`config.mk`:
```
export PLATFORM = sky130hd
export DESIGN_NAME = amm_burst_mem_slave
export DESIGN_NICKNAME = d
export VERILOG_FILES = /design/src/rtl/amm_burst_mem_slave.sv
export SDC_FILE = /design/constraint.sdc
export NUM_CORES = 1
export LEC_CHECK = 0
export CORE_MARGIN = 2
export CORE_UTILIZATION = 30
export CTS_CLUSTER_DIAMETER = 80
export CTS_CLUSTER_SIZE = 10
export DETAILED_ROUTE_END_ITERATION = 12
export GPL_TIMING_DRIVEN = 1
export HOLD_SLACK_MARGIN = 0.08
export PLACE_DENSITY = 0.5
export SYNTH_ARGS = -nofsm -noshare
export SYNTH_HDL_FRONTEND = slang
export SYNTH_SLANG_ARGS = --single-unit
```
`constraint.sdc`:
```
create_clock -name clk -period 3.09 [get_ports clk]
set_input_delay 0.618 -clock clk [delete_from_list [all_inputs] [get_ports clk]]
set_output_delay 0.618 -clock clk [all_outputs]
set_load 0.01 [all_outputs]
```
`src/rtl/amm_burst_mem_slave.sv`:
```
// amm_burst_mem_slave
//
// Avalon-MM burst-capable slave backed by an internal word memory. It is
// the responder that a memory-checker master talks to, and it also serves
// as on-chip scratch memory. Single and burst writes honour byteenable;
// single and burst reads return data after a fixed latency. The slave
// flags a protocol violation when the master issues an illegal command.
//
// Ports:
//   clk           system clock, rising edge
//   rst_n         asynchronous active-low reset
//   address       word address, sampled on the first beat of a burst only
//   read          read request
//   write         write request / write beat
//   byteenable    per-byte write enable (ignored for reads)
//   burstcount    burst length in beats, 0 behaves as 1
//   writedata     write beat data
//   readdata      read beat data, holds its value between beats
//   readdatavalid readdata valid this cycle
//   waitrequest   slave cannot accept a command this cycle
//   proto_err     sticky protocol-violation flag, cleared only by reset

module amm_burst_mem_slave #(
    parameter int ADDR_W       = 4,
    parameter int DATA_W       = 32,
    parameter int BURST_W      = 11,
    parameter int READ_LATENCY = 2
) (
    input  logic                clk,
    input  logic                rst_n,
    input  logic [ADDR_W-1:0]   address,
    input  logic                read,
    input  logic                write,
    input  logic [DATA_W/8-1:0] byteenable,
    input  logic [BURST_W-1:0]  burstcount,
    input  logic [DATA_W-1:0]   writedata,
    output logic [DATA_W-1:0]   readdata,
    output logic                readdatavalid,
    output logic                waitrequest,
    output logic                proto_err
);

    localparam int BE_W     = DATA_W / 8;
    localparam int DEPTH    = 1 << ADDR_W;
    localparam int LAT_W    = (READ_LATENCY > 2) ? $clog2(READ_LATENCY) : 1;
    // RD_WAIT lasts READ_LATENCY-1 cycles; the counter runs down to zero.
    localparam int LAT_LOAD = (READ_LATENCY >= 2) ? READ_LATENCY - 2 : 0;

    localparam logic [1:0] IDLE     = 2'd0;
    localparam logic [1:0] WR_BURST = 2'd1;
    localparam logic [1:0] RD_WAIT  = 2'd2;
    localparam logic [1:0] RD_BURST = 2'd3;

    logic [DATA_W-1:0]  mem [DEPTH];
    logic [1:0]         state;
    logic [ADDR_W-1:0]  ptr;
    logic [BURST_W-1:0] remaining;
    logic [LAT_W-1:0]   lat_cnt;
    logic [BURST_W-1:0] req_count;
    logic               mem_we;
    logic [ADDR_W-1:0]  mem_waddr;
    logic [DATA_W-1:0]  merged;

    assign req_count   = (burstcount == '0) ? BURST_W'(1) : burstcount;
    assign waitrequest = (state == RD_WAIT) || (state == RD_BURST);

    // Write port: beat 0 uses the bus address, later beats use the burst
    // pointer. The new word is the stored word with enabled bytes replaced.
    always_comb begin
        mem_we    = 1'b0;
        mem_waddr = address;
        if (state == IDLE && write) begin
            mem_we    = 1'b1;
            mem_waddr = address;
        end else if (state == WR_BURST && write) begin
            mem_we    = 1'b1;
            mem_waddr = ptr;
        end
        merged = mem[mem_waddr];
        for (int i = 0; i < BE_W; i++) begin
            if (byteenable[i]) begin
                merged[8*i +: 8] = writedata[8*i +: 8];
            end
        end
    end

    // Memory has no reset so contents survive a reset pulse.
    always_ff @(posedge clk) begin
        if (mem_we) begin
            mem[mem_waddr] <= merged;
        end
    end

    // Command FSM. remaining counts beats not yet written/emitted; the
    // pointer wraps naturally at ADDR_W bits. readdatavalid is registered
    // and is set on the edge that emits a beat.
    always_ff @(posedge clk or negedge rst_n) begin
        if (!rst_n) begin
            state         <= IDLE;
            ptr           <= '0;
            remaining     <= '0;
            lat_cnt       <= '0;
            readdata      <= '0;
            readdatavalid <= 1'b0;
            proto_err     <= 1'b0;
        end else begin
            readdatavalid <= 1'b0;
            case (state)
                IDLE: begin
                    if (write) begin
                        // A simultaneous read is dropped and flagged.
                        if (read) begin
                            proto_err <= 1'b1;
                        end
                        if (req_count != BURST_W'(1)) begin
                            ptr       <= address + ADDR_W'(1);
                            remaining <= req_count - BURST_W'(1);
                            state     <= WR_BURST;
                        end
                    end else if (read) begin
                        if (READ_LATENCY == 1) begin
                            // Beat 0 must appear in the cycle right after accept.
                            readdata      <= mem[address];
                            readdatavalid <= 1'b1;
                            ptr           <= address + ADDR_W'(1);
                            remaining     <= req_count - BURST_W'(1);
                            state         <= RD_BURST;
                        end else begin
                            ptr       <= address;
                            remaining <= req_count;
                            lat_cnt   <= LAT_W'(LAT_LOAD);
                            state     <= RD_WAIT;
                        end
                    end
                end
                WR_BURST: begin
                    if (read) begin
                        proto_err <= 1'b1;
                    end
                    if (write) begin
                        ptr       <= ptr + ADDR_W'(1);
                        remaining <= remaining - BURST_W'(1);
                        if (remaining == BURST_W'(1)) begin
                            state <= IDLE;
                        end
                    end
                end
                RD_WAIT: begin
                    if (lat_cnt == '0) begin
                        readdata      <= mem[ptr];
                        readdatavalid <= 1'b1;
                        ptr           <= ptr + ADDR_W'(1);
                        remaining     <= remaining - BURST_W'(1);
                        state         <= RD_BURST;
                    end else begin
                        lat_cnt <= lat_cnt - LAT_W'(1);
                    end
                end
                RD_BURST: begin
                    if (remaining != '0) begin
                        readdata      <= mem[ptr];
                        readdatavalid <= 1'b1;
                        ptr           <= ptr + ADDR_W'(1);
                        remaining     <= remaining - BURST_W'(1);
                    end else begin
                        state <= IDLE;
                    end
                end
                default: state <= IDLE;
            endcase
        end
    end

endmodule

```
==> impl_metrics.prom, run 1 <==
# TYPE chip_impl_metric gauge
chip_impl_metric{name="finalWeightedCongestion",unit=""} 0.7681
chip_impl_metric{name="clk_latency",unit="ns"} 0.59
chip_impl_metric{name="drt.antenna.violating_nets",unit=""} 0
chip_impl_info{name="path_class",value="flop to flop"} 1
chip_impl_metric{name="grt_use_met1",unit=""} 0.1823
chip_impl_metric{name="routedWlPerCell",unit="um"} 22.72
chip_impl_info{name="cts_tree",value="built"} 1
chip_impl_info{name="flip_flop_cell_with_the_highest_count_after_synthesis",value="sky130_fd_sc_hd__edfxtp_1"} 1
chip_impl_metric{name="grt_remaining_overflow",unit=""} 0
chip_impl_metric{name="worst_setup_hold_path_clk_slew",unit="ns"} 0.06
chip_impl_metric{name="irDropWorstVdd",unit="V"} 0.0003756
chip_impl_metric{name="drtIter0Drc",unit=""} 808
chip_impl_metric{name="post_synth_instance_area",unit="sq um"} 22240
chip_impl_info{name="cts_root_buffer",value="sky130_fd_sc_hd__clkbuf_16"} 1
chip_impl_metric{name="timing.critical_path.fanout_max",unit=""} 22
chip_impl_metric{name="htree_num_levels",unit=""} 3
chip_impl_metric{name="synthesis.nets",unit=""} 1118
chip_impl_metric{name="detail_route.wirelength",unit="um"} 51950
chip_impl_metric{name="detailroute.via_count",unit=""} 10855
chip_impl_metric{name="wp_data_arrival",unit="ns"} 3.02
chip_impl_info{name="crit_chain",value="buf_12 -> mux4_2 -> mux4_2 -> mux2_2"} 1
chip_impl_metric{name="die_w",unit="um"} 276.3
chip_impl_metric{name="cts_bufs_inserted",unit=""} 66
chip_impl_info{name="endpoint_kind",value="flop"} 1
chip_impl_metric{name="mean_instance_size_in_the_synthesized_netlist",unit="sq um"} 21.04
chip_impl_metric{name="ys_types",unit=""} 48
chip_impl_info{name="crit_path_start_kind",value="flop"} 1
chip_impl_metric{name="synthesis.yosys.warnings",unit=""} 0
chip_impl_metric{name="ios",unit=""} 90
chip_impl_metric{name="setup_viol",unit=""} 0
chip_impl_metric{name="die_area",unit="sq um"} 76330
chip_impl_metric{name="yosysTopAreaCellShare",unit=""} 0.6913
chip_impl_metric{name="ys_async_rst_share",unit=""} 0.09059
chip_impl_metric{name="final_layout_size_suffix_gt1_frac",unit=""} 0.2974
chip_impl_metric{name="grt_pass1_vias",unit=""} 11809
chip_impl_metric{name="first_pass_iters",unit=""} 5
chip_impl_metric{name="period_needed",unit="ns"} 2.563
chip_impl_metric{name="ys_seq_area_frac",unit=""} 0.7487
chip_impl_info{name="synth_most_common_cell",value="sky130_fd_sc_hd__edfxtp_1"} 1
chip_impl_metric{name="period_share",unit=""} 0.8295
chip_impl_metric{name="grt_antenna_before_repair",unit=""} 0
chip_impl_info{name="cpMaxStageDelayCell",value="sky130_fd_sc_hd__dfrtp_4"} 1
chip_impl_metric{name="grt_util_met2",unit=""} 0.2293
chip_impl_metric{name="postSynthRegisterBits",unit=""} 563
chip_impl_metric{name="ctsLongestPathBuffers",unit=""} 3
chip_impl_metric{name="drc_errors",unit=""} 0
chip_impl_metric{name="io_buffer_count",unit=""} 89
chip_impl_metric{name="syn-instance-count",unit=""} 1057
chip_impl_metric{name="achievable-frequency",unit="MHz"} 390.1
chip_impl_metric{name="max_slew_margin",unit=""} 0.5090
chip_impl_metric{name="leakagePower",unit="nW"} 8.697
chip_impl_metric{name="maxCapViolations",unit=""} 0
chip_impl_metric{name="grt_start_max_net_pins",unit=""} 36
chip_impl_metric{name="timing.final.hold_violations",unit=""} 0
chip_impl_info{name="netlist_top_cells_area",value="sky130_fd_sc_hd__edfxtp_1, sky130_fd_sc_hd__mux4_2, sky130_fd_sc_hd__dfrtp_1"} 1
chip_impl_metric{name="worst-endpoint-required",unit="ns"} 3.55
chip_impl_metric{name="critPathMaxStageDelay",unit="ns"} 0.73
chip_impl_metric{name="fin_worst_hold_slack",unit="ns"} 0.4749
chip_impl_metric{name="syn2layout_area_growth",unit="%"} 21.64
chip_impl_metric{name="fin_worst_skew",unit="ns"} 0.01984
chip_impl_metric{name="grt_util_all_layers",unit=""} 0.1381
chip_impl_metric{name="cell_pwr_density",unit="nW/um^2"} 833.4
chip_impl_metric{name="cts.sinks",unit=""} 563
chip_impl_metric{name="die_h",unit="um"} 276.3
chip_impl_metric{name="core",unit="sq um"} 73210
chip_impl_metric{name="post_cts.repair.setup_buffers",unit=""} 0
chip_impl_info{name="holdCritPathClass",value="flop to flop"} 1
chip_impl_metric{name="grt_first_pass_wirelength",unit="um"} 78290
chip_impl_info{name="dominant_cell_type_by_area_after_synthesis",value="sky130_fd_sc_hd__edfxtp_1"} 1
chip_impl_metric{name="hpwlAfterDp",unit="um"} 34530
chip_impl_metric{name="fin_total_pwr",unit="W"} 0.02255
chip_impl_info{name="globalRoute.busiestLayer",value="met2"} 1
chip_impl_info{name="most_numerous_cell_types_in_the_synthesized_netlist",value="sky130_fd_sc_hd__edfxtp_1, sky130_fd_sc_hd__mux4_2, sky130_fd_sc_hd__nor2_1"} 1
chip_impl_metric{name="synth-edff-count",unit=""} 512
chip_impl_info{name="cp_top_family",value="multiplexers"} 1
chip_impl_metric{name="finalNetCount",unit=""} 1339
chip_impl_info{name="critical-path-top-cell-by-count",value="sky130_fd_sc_hd__mux4_2"} 1
chip_impl_metric{name="routed_via_density",unit=""} 4.746
chip_impl_metric{name="worstMarginPinSlew",unit="ns"} 0.7343
chip_impl_metric{name="groute.layer.met3.usage",unit=""} 0.02594
chip_impl_metric{name="critPathBufInv",unit=""} 1
chip_impl_metric{name="std_cell_rows",unit=""} 99
chip_impl_metric{name="initial_utilization",unit=""} 0.3038
chip_impl_info{name="setup_repair_after_global_routing_missed_its_margin",value="false"} 1
chip_impl_metric{name="num_antenna_cells",unit=""} 0
chip_impl_metric{name="report.final.slew_viol_count",unit=""} 0
chip_impl_info{name="outcome",value="finished, final reports clean"} 1
-- layout by cell type (no fill, tap or decap), types with 2 or more instances in the layout --
| cell | count |
|---|---|
| sky130_fd_sc_hd__edfxtp_1 | 512 |
| sky130_fd_sc_hd__mux4_2 | 160 |
| sky130_fd_sc_hd__buf_4 | 109 |
| sky130_fd_sc_hd__clkdlybuf4s50_1 | 88 |
| sky130_fd_sc_hd__nor2_1 | 85 |
| sky130_fd_sc_hd__clkbuf_16 | 71 |
| sky130_fd_sc_hd__dfrtp_1 | 47 |
| sky130_fd_sc_hd__clkbuf_1 | 44 |
| sky130_fd_sc_hd__nand2_1 | 36 |
| sky130_fd_sc_hd__mux2_2 | 32 |
| sky130_fd_sc_hd__a21oi_1 | 14 |
| sky130_fd_sc_hd__o21ai_1 | 13 |
| sky130_fd_sc_hd__buf_12 | 11 |
| sky130_fd_sc_hd__o21ai_0 | 9 |
| sky130_fd_sc_hd__inv_1 | 8 |
| sky130_fd_sc_hd__xnor2_1 | 8 |
| sky130_fd_sc_hd__ha_1 | 6 |
| sky130_fd_sc_hd__nor3_1 | 5 |
| sky130_fd_sc_hd__nand3_1 | 5 |
| sky130_fd_sc_hd__nor2b_1 | 5 |
| sky130_fd_sc_hd__mux2i_1 | 5 |
| sky130_fd_sc_hd__nand4_1 | 4 |
| sky130_fd_sc_hd__a31oi_1 | 3 |
| sky130_fd_sc_hd__or3_1 | 3 |
| sky130_fd_sc_hd__xor2_1 | 3 |
| sky130_fd_sc_hd__and3_1 | 3 |
| sky130_fd_sc_hd__a211oi_1 | 3 |
| sky130_fd_sc_hd__o31ai_1 | 2 |
| sky130_fd_sc_hd__a22oi_1 | 2 |
| sky130_fd_sc_hd__and2_1 | 2 |
| sky130_fd_sc_hd__o311ai_1 | 2 |
| sky130_fd_sc_hd__o22a_1 | 2 |
| sky130_fd_sc_hd__dfrtp_4 | 2 |
| sky130_fd_sc_hd__dfrtp_2 | 2 |
-- worst paths after layout --
kind	endpoint	slack [ns]	start	cells after the start
hold / removal	proto_err	0.47	proto_err	2
hold reg to reg	proto_err	0.47	proto_err	2
setup reg to reg	readdata[9]	0.53	ptr[0]	4
max in group asynchronous	readdata[14]	1.82	rst_n	3
setup / recovery	readdata[9]	0.53	ptr[0]	4
min in group asynchronous	readdata[19]	0.56	rst_n	2
-- where the power goes --
part | internal [W] | total, W | switching [W]
clock network | 0.00424 | 0.00712 | 0.00288
registers | 0.00874 | 0.00923 | 0.000490
logic | 0.00345 | 0.00620 | 0.00275
-- routing by layer --
layer	vias to the layer above	wire length [um]
met5	-	0
li1	4797	-
met4	0	1207
met2	230	25720
met1	5755	22870
met3	73	2156
-- registers in the layout (all words and copies together), names as in the netlist --
register,count
readdatavalid,1
ptr,4
mem,512
proto_err,1
state,2
readdata,32
remaining,11
-- tightest hold or removal path: cells and delay by family, from the launching register on --
kind            cells  cell delay (ns)
compound gates      1             0.06
flops               1             0.34
buf+inv             1             0.04
-- per-stage QoR --
stage | instance area [sq um] | util | setup TNS (ns) | instances | setup WS (ns)
after global placement | 25080 | 0.3426 | -0.3597 | 2168 | -0.03262
after CTS | 27050 | 0.3695 | 0 | 2287 | 0.4893
final | 27050 | 0.3695 | 0 | 2287 | 0.5268
after floorplan | 22240 | - | 0 | 1057 | 0.5025
after global routing | 27050 | 0.3695 | 0 | 2287 | 0.3751
after detailed placement | 25080 | 0.3426 | -1.188 | 2168 | -0.07971
-- final cells by class --
| cell class | instances | area, sq um |
|---|---|---|
| tap | 959 | 1200 |
| sequential | 563 | 16660 |
| timing repair buffer | 209 | 1929 |
| fill | 6637 | 46150 |
| multi-input combinational | 430 | 5270 |
| clock buffer | 115 | 1942 |
| inverter | 8 | 30.03 |
| clock inverter | 3 | 20.02 |
-- what timing repair did --
| action | CTS | global route |
|---|---|---|
| hold buffers | 1 | 0 |
| resized for setup | 0 | 0 |
| endpoints found under the hold margin | 30 | 0 |
| endpoints found under the setup margin | 0 | 0 |
-- logic make-up (layout without fill, tap and decap cells) --
group	count (synthesis)	after routing	synth area share
AO/OA/AOI/OAI	57	57	0.01632
XOR/XNOR	11	11	0.004332
adder cells (fa/ha/maj)	6	6	0.003375
buffers and inverters	64	335	0.01446
flip-flops	563	563	0.7487
multiplexers	197	197	0.1805
AND/OR/NAND/NOR	159	159	0.03235
No activity file was read; power rests on OpenSTA's default activity.
==> run 2, diff against run 1 <==
Clock period 3.09 ns to 2.5 ns, I/O delays scaled along.
==> impl_metrics.prom, run 2 (same netlist as run 1, synthesis figures left out) <==
# TYPE chip_impl_metric gauge
chip_impl_info{name="outcome",value="finished, final reports clean"} 1
chip_impl_metric{name="cell_pwr_density",unit="nW/um^2"} 1023
chip_impl_metric{name="io_buffer_count",unit=""} 89
chip_impl_metric{name="core",unit="sq um"} 73210
chip_impl_metric{name="groute.layer.met3.usage",unit=""} 0.02425
chip_impl_metric{name="irDropWorstVdd",unit="V"} 0.0005640
chip_impl_metric{name="drt.antenna.violating_nets",unit=""} 0
chip_impl_metric{name="ctsLongestPathBuffers",unit=""} 3
chip_impl_metric{name="timing.final.hold_violations",unit=""} 0
chip_impl_metric{name="critPathBufInv",unit=""} 2
chip_impl_metric{name="die_h",unit="um"} 276.3
chip_impl_metric{name="worst_setup_hold_path_clk_slew",unit="ns"} 0.05
chip_impl_metric{name="std_cell_rows",unit=""} 99
chip_impl_metric{name="finalWeightedCongestion",unit=""} 0.7611
chip_impl_info{name="crit_chain",value="buf_12 -> buf_12 -> mux4_2 -> mux4_2 -> mux2_2"} 1
chip_impl_metric{name="grt_first_pass_wirelength",unit="um"} 77890
chip_impl_info{name="leading_cell_type_in_the_layout_fill_and_taps_excluded",value="sky130_fd_sc_hd__edfxtp_1"} 1
chip_impl_metric{name="period_needed",unit="ns"} 2.346
chip_impl_metric{name="wp_data_arrival",unit="ns"} 2.80
chip_impl_info{name="endpoint_kind",value="flop"} 1
chip_impl_info{name="setup_repair_after_global_routing_missed_its_margin",value="false"} 1
chip_impl_metric{name="clk_latency",unit="ns"} 0.59
chip_impl_metric{name="summed_negative_setup_slack_over_all_endpoints",unit="ns"} 0
chip_impl_metric{name="finalNetCount",unit=""} 1375
chip_impl_info{name="path_class",value="flop to flop"} 1
chip_impl_metric{name="detailroute.via_count",unit=""} 11038
chip_impl_metric{name="grt_util_met2",unit=""} 0.2286
chip_impl_metric{name="final_layout_size_suffix_gt1_frac",unit=""} 0.3152
chip_impl_metric{name="htree_num_levels",unit=""} 3
chip_impl_metric{name="die_area",unit="sq um"} 76330
chip_impl_metric{name="ios",unit=""} 90
chip_impl_metric{name="area_used_by_sequential_logic_in_the_layout",unit="sq um"} 16660
chip_impl_metric{name="hpwlAfterDp",unit="um"} 34810
chip_impl_metric{name="first_pass_iters",unit=""} 5
chip_impl_metric{name="timing.critical_path.fanout_max",unit=""} 19
chip_impl_metric{name="worstMarginPinSlew",unit="ns"} 0.6780
chip_impl_metric{name="worst-endpoint-required",unit="ns"} 2.95
chip_impl_metric{name="max_slew_margin",unit=""} 0.5466
chip_impl_info{name="crit_path_start_kind",value="flop"} 1
chip_impl_metric{name="multi_input_area",unit="sq um"} 5270
chip_impl_info{name="cp_top_family",value="multiplexers"} 1
chip_impl_metric{name="fin_worst_hold_slack",unit="ns"} 0.3851
chip_impl_info{name="reg.largest.list",value="mem (512), readdata (32), remaining (11)"} 1
chip_impl_info{name="cts_root_buffer",value="sky130_fd_sc_hd__clkbuf_16"} 1
chip_impl_metric{name="grt_remaining_overflow",unit=""} 0
chip_impl_info{name="max_flop_register",value="mem"} 1
chip_impl_metric{name="grt_start_max_net_pins",unit=""} 65
chip_impl_metric{name="grt_pass1_vias",unit=""} 11708
chip_impl_metric{name="post_cts.repair.setup_buffers",unit=""} 0
chip_impl_info{name="layout_common_cells",value="sky130_fd_sc_hd__edfxtp_1, sky130_fd_sc_hd__mux4_2, sky130_fd_sc_hd__buf_4"} 1
chip_impl_info{name="cpMaxStageDelayCell",value="sky130_fd_sc_hd__mux4_2"} 1
chip_impl_metric{name="detail_route.wirelength",unit="um"} 52100
chip_impl_metric{name="period_share",unit=""} 0.9385
chip_impl_metric{name="grt_util_all_layers",unit=""} 0.1376
chip_impl_metric{name="initial_utilization",unit=""} 0.3038
chip_impl_metric{name="routedWlPerCell",unit="um"} 22.43
chip_impl_metric{name="cts_bufs_inserted",unit=""} 66
chip_impl_info{name="holdCritPathClass",value="primary input to asynchronous set/reset pin"} 1
chip_impl_metric{name="maxCapViolations",unit=""} 0
chip_impl_metric{name="cts.sinks",unit=""} 563
chip_impl_metric{name="num_antenna_cells",unit=""} 0
chip_impl_metric{name="grt_antenna_before_repair",unit=""} 0
chip_impl_metric{name="fin_worst_skew",unit="ns"} 0.01855
chip_impl_metric{name="routed_via_density",unit=""} 4.752
chip_impl_metric{name="achievable-frequency",unit="MHz"} 426.2
chip_impl_metric{name="grt_use_met1",unit=""} 0.1850
chip_impl_metric{name="critPathMaxStageDelay",unit="ns"} 0.55
chip_impl_info{name="globalRoute.busiestLayer",value="met2"} 1
chip_impl_metric{name="setup_viol",unit=""} 0
chip_impl_metric{name="leakagePower",unit="nW"} 8.879
chip_impl_metric{name="largest_register_ffs",unit=""} 512
chip_impl_metric{name="report.final.slew_viol_count",unit=""} 0
chip_impl_info{name="cts_tree",value="built"} 1
chip_impl_metric{name="syn2layout_area_growth",unit="%"} 22.91
chip_impl_metric{name="die_w",unit="um"} 276.3
chip_impl_metric{name="filler_cell_count",unit=""} 6661
chip_impl_metric{name="drc_errors",unit=""} 0
chip_impl_metric{name="drtIter0Drc",unit=""} 728
run 2: cell count changes in the layout (fill, tap and decap cells not counted), sizes merged:
cell	delta
buf	+36
clkinv	-1
inv	+1
run 2: cell type report:
class / count / area share
flip-flops and latches: 563 / 0.6095
multi-input cells: 430 / 0.1928
repair buffers: 245 / 0.08230
clock buffers: 115 / 0.06948
well taps: 959 / 0.04390
inverters: 8 / 0.001099
clock inverters: 3 / 0.0009155
run 2: repair_timing:
action | in CTS | in global routing
hold endpoints to repair | 19 | 0
gates resized for setup | 0 | 0
hold buffers | 1 | 0
run 2: metal layers:
layer | part of all wire | wire length, um | up-vias
met5 | 0 | 0 | -
met3 | 0.042 | 2202 | 46
met4 | 0.016 | 812 | 0
met2 | 0.50 | 25980 | 261
li1 | - | - | 4856
met1 | 0.44 | 23100 | 5875
run 2: final timing paths:
path / start / end / slack [ns] / cells past startpoint
min in group clk: proto_err / proto_err / 0.47 / 2
setup reg to reg: ptr[0] / readdata[19] / 0.15 / 5
hold reg to reg: proto_err / proto_err / 0.47 / 2
max in group asynchronous: rst_n / readdata[7] / 1.55 / 3
hold / removal: rst_n / readdata[18] / 0.39 / 2
setup / recovery: ptr[0] / readdata[19] / 0.15 / 5
run 2: through the flow:
| step | utilization | power (W) | worst slack, ns | instance area [sq um] | cells |
|---|---|---|---|---|---|
| final | 0.3734 | 0.02798 | 0.1538 | 27340 | 2323 |
| after global routing | 0.3734 | 0.02928 | 0.08190 | 27340 | 2323 |
| after CTS | 0.3734 | 0.02851 | 0.1177 | 27340 | 2323 |
| after detailed placement | 0.3470 | 0.01970 | -0.3958 | 25400 | 2204 |
| after global placement | 0.3470 | 0.01966 | -0.3681 | 25400 | 2204 |
| after floorplan | - | 0.01650 | 0.03046 | 22240 | 1057 |
run 2: report_power, final:
group	internal [W]	switching (W)	total (W)
combinational	0.00441	0.00371	0.00812
sequential	0.0108	0.000344	0.0111
clock	0.00513	0.00358	0.00871
